## config.mk

```make
export PLATFORM = sky130hd
export DESIGN_NAME = ysyx_24100005_mem_arbiter
export DESIGN_NICKNAME = d
export VERILOG_FILES = /design/src/rtl/ysyx_24100005_mem_arbiter.sv
export SDC_FILE = /design/constraint.sdc
export NUM_CORES = 1
export LEC_CHECK = 0
export CAP_MARGIN = 20
export CORE_MARGIN = 2
export CORE_UTILIZATION = 30
export DETAILED_ROUTE_END_ITERATION = 6
export GPL_TIMING_DRIVEN = 0
export PLACE_DENSITY = 0.77
export RECOVER_POWER = 100
export SLEW_MARGIN = 20
export SYNTH_ARGS = -nofsm -noshare
export SYNTH_HDL_FRONTEND = slang
export SYNTH_SLANG_ARGS = --single-unit
export TNS_END_PERCENT = 50
```

## constraint.sdc

```tcl
create_clock -name clk -period 2.25 [get_ports clk]
set_clock_uncertainty 0.15 [all_clocks]
set_input_delay 0.5625 -clock clk [delete_from_list [all_inputs] [get_ports clk]]
set_output_delay 0.5625 -clock clk [all_outputs]
set_load 0.05 [all_outputs]
```

## src/rtl/ysyx_24100005_mem_arbiter.sv

```systemverilog
`default_nettype none
// ============================================================================
// Module   : ysyx_24100005_mem_arbiter
// Brief    : Shares one memory port between IFU (read) and LSU (read/write),
//            one transaction in flight, round-robin on simultaneous requests.
// Revision : 1.0
// ============================================================================
module ysyx_24100005_mem_arbiter #(
    parameter int ADDR_W = 32,
    parameter int DATA_W = 32
) (
    input  logic                clk,
    input  logic                rst,

    input  logic                ifu_req_valid,
    output logic                ifu_req_ready,
    input  logic [ADDR_W-1:0]   ifu_addr,
    output logic                ifu_resp_valid,
    input  logic                ifu_resp_ready,
    output logic [DATA_W-1:0]   ifu_rdata,

    input  logic                lsu_req_valid,
    output logic                lsu_req_ready,
    input  logic [ADDR_W-1:0]   lsu_addr,
    input  logic                lsu_wen,
    input  logic [DATA_W-1:0]   lsu_wdata,
    input  logic [DATA_W/8-1:0] lsu_wmask,
    output logic                lsu_resp_valid,
    input  logic                lsu_resp_ready,
    output logic [DATA_W-1:0]   lsu_rdata,

    output logic                mem_req_valid,
    input  logic                mem_req_ready,
    output logic [ADDR_W-1:0]   mem_addr,
    output logic                mem_wen,
    output logic [DATA_W-1:0]   mem_wdata,
    output logic [DATA_W/8-1:0] mem_wmask,
    input  logic                mem_resp_valid,
    output logic                mem_resp_ready,
    input  logic [DATA_W-1:0]   mem_rdata,

    output logic                grant_lsu
);

    localparam int c_MASK_W = DATA_W / 8;

    typedef enum logic [1:0] {
        ST_IDLE = 2'd0,
        ST_REQ  = 2'd1,
        ST_RESP = 2'd2
    } state_t;

    state_t              r_state;
    // Last grant and current owner are the same fact, so one register holds both.
    logic                r_last_lsu;
    logic [ADDR_W-1:0]   r_addr;
    logic                r_wen;
    logic [DATA_W-1:0]   r_wdata;
    logic [c_MASK_W-1:0] r_wmask;

    logic w_idle;
    logic w_resp;
    logic w_pick_lsu;
    logic w_ifu_hs;
    logic w_lsu_hs;

    // Handshake outputs are forced low while reset is held.
    assign w_idle     = (r_state == ST_IDLE) && !rst;
    assign w_resp     = (r_state == ST_RESP) && !rst;
    assign w_pick_lsu = lsu_req_valid && (!ifu_req_valid || !r_last_lsu);

    assign lsu_req_ready = w_idle && w_pick_lsu;
    assign ifu_req_ready = w_idle && ifu_req_valid && !w_pick_lsu;
    assign w_ifu_hs      = ifu_req_valid && ifu_req_ready;
    assign w_lsu_hs      = lsu_req_valid && lsu_req_ready;

    assign mem_req_valid  = (r_state == ST_REQ) && !rst;
    assign mem_addr       = r_addr;
    assign mem_wen        = r_wen;
    assign mem_wdata      = r_wdata;
    assign mem_wmask      = r_wmask;
    assign mem_resp_ready = w_resp && (r_last_lsu ? lsu_resp_ready : ifu_resp_ready);

    assign ifu_resp_valid = w_resp && !r_last_lsu && mem_resp_valid;
    assign lsu_resp_valid = w_resp &&  r_last_lsu && mem_resp_valid;
    assign ifu_rdata      = mem_rdata;
    assign lsu_rdata      = mem_rdata;
    assign grant_lsu      = r_last_lsu;

    always_ff @(posedge clk) begin
        if (rst) begin
            r_state    <= ST_IDLE;
            r_last_lsu <= 1'b0;
            r_addr     <= '0;
            r_wen      <= 1'b0;
            r_wdata    <= '0;
            r_wmask    <= '0;
        end else begin
            case (r_state)
                ST_IDLE: begin
                    if (w_lsu_hs) begin
                        r_addr     <= lsu_addr;
                        r_wen      <= lsu_wen;
                        r_wdata    <= lsu_wdata;
                        r_wmask    <= lsu_wmask;
                        r_last_lsu <= 1'b1;
                        r_state    <= ST_REQ;
                    end else if (w_ifu_hs) begin
                        r_addr     <= ifu_addr;
                        r_wen      <= 1'b0;
                        r_wdata    <= '0;
                        r_wmask    <= '0;
                        r_last_lsu <= 1'b0;
                        r_state    <= ST_REQ;
                    end
                end
                ST_REQ: begin
                    if (mem_req_ready) begin
                        r_state <= ST_RESP;
                    end
                end
                ST_RESP: begin
                    if (mem_resp_valid && mem_resp_ready) begin
                        r_state <= ST_IDLE;
                    end
                end
                default: r_state <= ST_IDLE;
            endcase
        end
    end

endmodule
`default_nettype wire
```

---- Word-level counts from Yosys, hierarchy flattened ----
Cells that the tools add are included.
word-level totals
  input bits .............................. 141
  output and inout bits ................... 140
  logic and storage cells ................. 50
  register bits after elaboration ......... 72
cells by class
  equal/unequal tests ..................... 5
  mux-type cells .......................... 15
  reduce and logical (&&, ||, !) cells .... 24
operator list
  kind                                                                     number
  32-bit 2-to-1 mux                                                        4
  1-bit logical AND                                                        15
  2-bit 2-to-1 mux                                                         4
  4-bit 2-to-1 mux                                                         2
  2-bit case mux with 3 select lines                                       1
  1-bit logical NOT                                                        4
  1-bit 2-to-1 mux                                                         4
  3-bit inequality test, second input constant                             1
  3-bit AND reduction                                                      1
  2-bit by 1-bit == test with 1-bit output, second input constant          1
  2-bit == test, second input constant                                     1
  2-bit logical NOT                                                        1
  2-bit by 1-bit inequality test with 1-bit output, second input constant  1
  2-bit inequality test, second input constant                             1
  2-bit AND reduction                                                      1
  2-bit nonzero test                                                       1
  1-bit logical OR                                                         1

---- Depth between registers and ports, before layout ----
  word-level depth ........................ 9
  gate-level depth with buffers ........... 5
  gate-level depth less buffers ........... 3

---- Least setup slack after synthesis ----
OpenSTA, ideal clock, no wires.
  kind .................................... input to output
  start point ............................. input port rst
  end point ............................... output port ifu_req_ready
  cell stages on the path ................. 4
  buffers on the path ..................... 2
  slack ................................... -0.794 ns
  data required time ...................... 1.537 ns
  arrival ................................. 2.332 ns
  cells stage by stage .................... or3_1 -> buf_6 -> buf_6 -> a211oi_1
on the way
  cells in the longest elaborated chain, start to end .. 4
ends and longest elaborated chain
  element                          line  source
  from (decl)                      13    input logic rst,
  1-bit logical NOT                68    assign w_idle = (r_state == ST_IDLE) && !rst;
  1-bit logical AND                68
  1-bit logical AND (2 in series)  73    assign ifu_req_ready = w_idle && ifu_req_valid && !w_pick_lsu;
  to (decl)                        16    output logic ifu_req_ready,
No other way between the ends.

---- Final worst setup path ----
  start point ............................. input port ifu_req_valid
  end point ............................... output port lsu_req_ready
on the way
  cells in the longest elaborated chain, start to end .. 4
ends and longest elaborated chain
  element            line  source
  from (decl)        15    input logic ifu_req_valid,
  1-bit logical NOT  70    assign w_pick_lsu = lsu_req_valid && (!ifu_req_valid || !r_last_lsu);
  1-bit logical OR   70
  1-bit logical AND  70
  1-bit logical AND  72    assign lsu_req_ready = w_idle && w_pick_lsu;
  to (decl)          23    output logic lsu_req_ready,
No other way between the ends.

==> results.cfg <==
[status]
outcome = finished, final reports clean

[clocking]
path_clk_slew_ps = 60
clk_path_buf_depth = 2
cts_tree = built
cts_sinks = 72
cts_made_buffers = 9
cts_hold_buf = 0
ctsRootBufferMaster = clkbuf_16
h-tree-depth = 3
clock_latency_ps = 330

[grt]
grt_pass1_wl_um = 21400
overflow = 0
antenna_found_initial = 0
grt_start_max_net_pins = 14
grt_use_total_pct = 20.3
grt_pass1_vias = 4326

[die]
initial_core_util_pct = 30.7
die-area_um2 = 13300
rows = 40
die_w_um = 115
chipHeight_um = 115
core-area_um2 = 12100
io_pins = 281

[synthesis]
synth_cell_types = 28
syn_area_um2 = 3710
ys_top_cells_by_area = dfxtp_1, buf_4, a21oi_1
yosysSeqAreaShare_pct = 38.9
syn-num-nets = 592
avgSynthCellArea_um2 = 8.22
synth_seq_cells = 72
synth_cells = 451
yosys_warnings = 0
synth_top_area_cell = dfxtp_1
synth_top_area_share_pct = 38.9

[final_layout]
mostFrequentLayoutCells = clkdlybuf4s50_1, a21oi_1, nand3_1, dfxtp_1, o21ai_0
fin_cells = 886
fin_util_pct = 55.4
final_common_cell = clkdlybuf4s50_1
n_antenna_cell = 0
area_growth_pct = 80.3
fill_cells = 1097
finalNetCount = 854
drive_gt1_share_pct = 19.8

[worst_setup_path]
crit_type = primary input to output port
critPathMaxFanout = 10
required_ps = 1540
end_kind = output port
worstSetupStartpointType = primary input
critPathArrivalTime_ps = 1510

[pwr]
p_leak_nw = 2.47
max-vdd-ir-drop_v = 0.000294
p_per_area_nw_per_um2 = 643
power.total_mw = 4.30

[placed_design]
gp_congestion = 0.759
placed_cells_incl_taps = 867
io_buffer_count = 248
dpl.hpwl_um = 11100

[drt]
drc_errors = 0
routed_via_density = 5.02
drtAntennaViolNets = 0
routed_wl_um = 14300
wire_per_inst_um = 16.1
initialDrtViolationCount = 343
drtPass1Iterations = 5
num_vias = 4446

[run]
maxCapViolCount = 0

[sta]
worstMarginPinSlew_ps = 653
maxSlewViolCount = 0
hold_ws_ps = 326
setup_violations = 0
post-route-period-util_pct = 98.8
maxSlewHeadroom_pct = 56.7
rsz0062_at_grt = yes
hold_viol = 0
fin_crit_ps = 2220
clock.fmax_mhz = 450

[worst_hold_path]
hold_class = register to register
power by group:
| part | switching (mW) | internal [mW] |
|---|---|---|
| registers | 0.0527 | 1.37 |
| clock network | 0.569 | 0.746 |
| logic | 0.951 | 0.614 |
through the flow:
stage               instance area, um^2  setup TNS [ps]  worst slack [ps]
floorplan                          3730            -383              -105
global placement                   6430          -23500             -1400
detailed placement                 6430          -26450             -1380
CTS                                6750            -166             -98.2
global route                       6680           -18.2             -18.2
finish                             6680               0              26.3
cells by family after synthesis:
group,after synthesis,share of synthesized area [%]
simple gates,86,12.3
mux,1,0.270
buf+inv,115,21.0
flops,72,38.9
compound gates,177,27.6
Yosys cell counts (all sizes together):
cell type,number
a311oi,32
nor2b,1
a21boi,1
inv,3
a21bo,1
clkbuf,15
buf,97
o21ai,70
dfxtp,72
or2,1
a21oi,71
nor2,7
nand3,70
or3,1
nor3,1
nand2,2
nand3b,1
mux2i,1
a211oi,1
or3b,1
nor3b,1
o32ai,1
area by class of cell:
class | instances | area (um^2) | area share (%)
well taps | 168 | 210 | 3.15
flip-flops and latches | 72 | 1450 | 21.7
plain buffers | 110 | 727 | 10.9
inverters | 3 | 11.3 | 0.169
clock inverters | 7 | 47.5 | 0.711
repair buffers | 253 | 2470 | 37.0
clock buffers | 9 | 225 | 3.37
multi-input cells | 264 | 1540 | 23.0
flip-flops by register name (all words and copies together), names as in the netlist:
signal     flops
mem_wen        1
mem_wmask      4
mem_addr      32
mem_wdata     32
r_state        2
grant_lsu      1
worst max-delay path, stage by stage:
cell and delay (ps):
clkdlybuf4s15_1 260, a21bo_4 260, clkbuf_8 160, nor2_2 100, buf_6 170
repair_timing:
| item | CTS | global route |
|---|---|---|
| hold endpoints to repair | 0 | 0 |
| setup buffers | 5 | 0 |
| resized for setup | 59 | 19 |
| endpoints found under the setup margin | 17 | 11 |
| pin swaps | 3 | 3 |
worst paths after layout:
| path | startpoint | to | slack, ps | depth (start not counted) |
|---|---|---|---|---|
| worst max-delay path | ifu_req_valid | lsu_req_ready | 30 | 5 |
| worst min-delay path | mem_wdata[23] | mem_wdata[23] | 330 | 2 |
| worst max register to register | r_state[1] | mem_addr[15] | 110 | 6 |
| worst min register to register | mem_wdata[23] | mem_wdata[23] | 330 | 2 |
routing by layer:
layer	track usage (%)	wire, um	vias up
met5	0	0	-
met1	23.9	5640	2087
li1	-	-	2094
met3	3.95	1050	20
met4	8.43	286	0
met2	36.0	7320	245
Power figures use the tool's default switching activity.
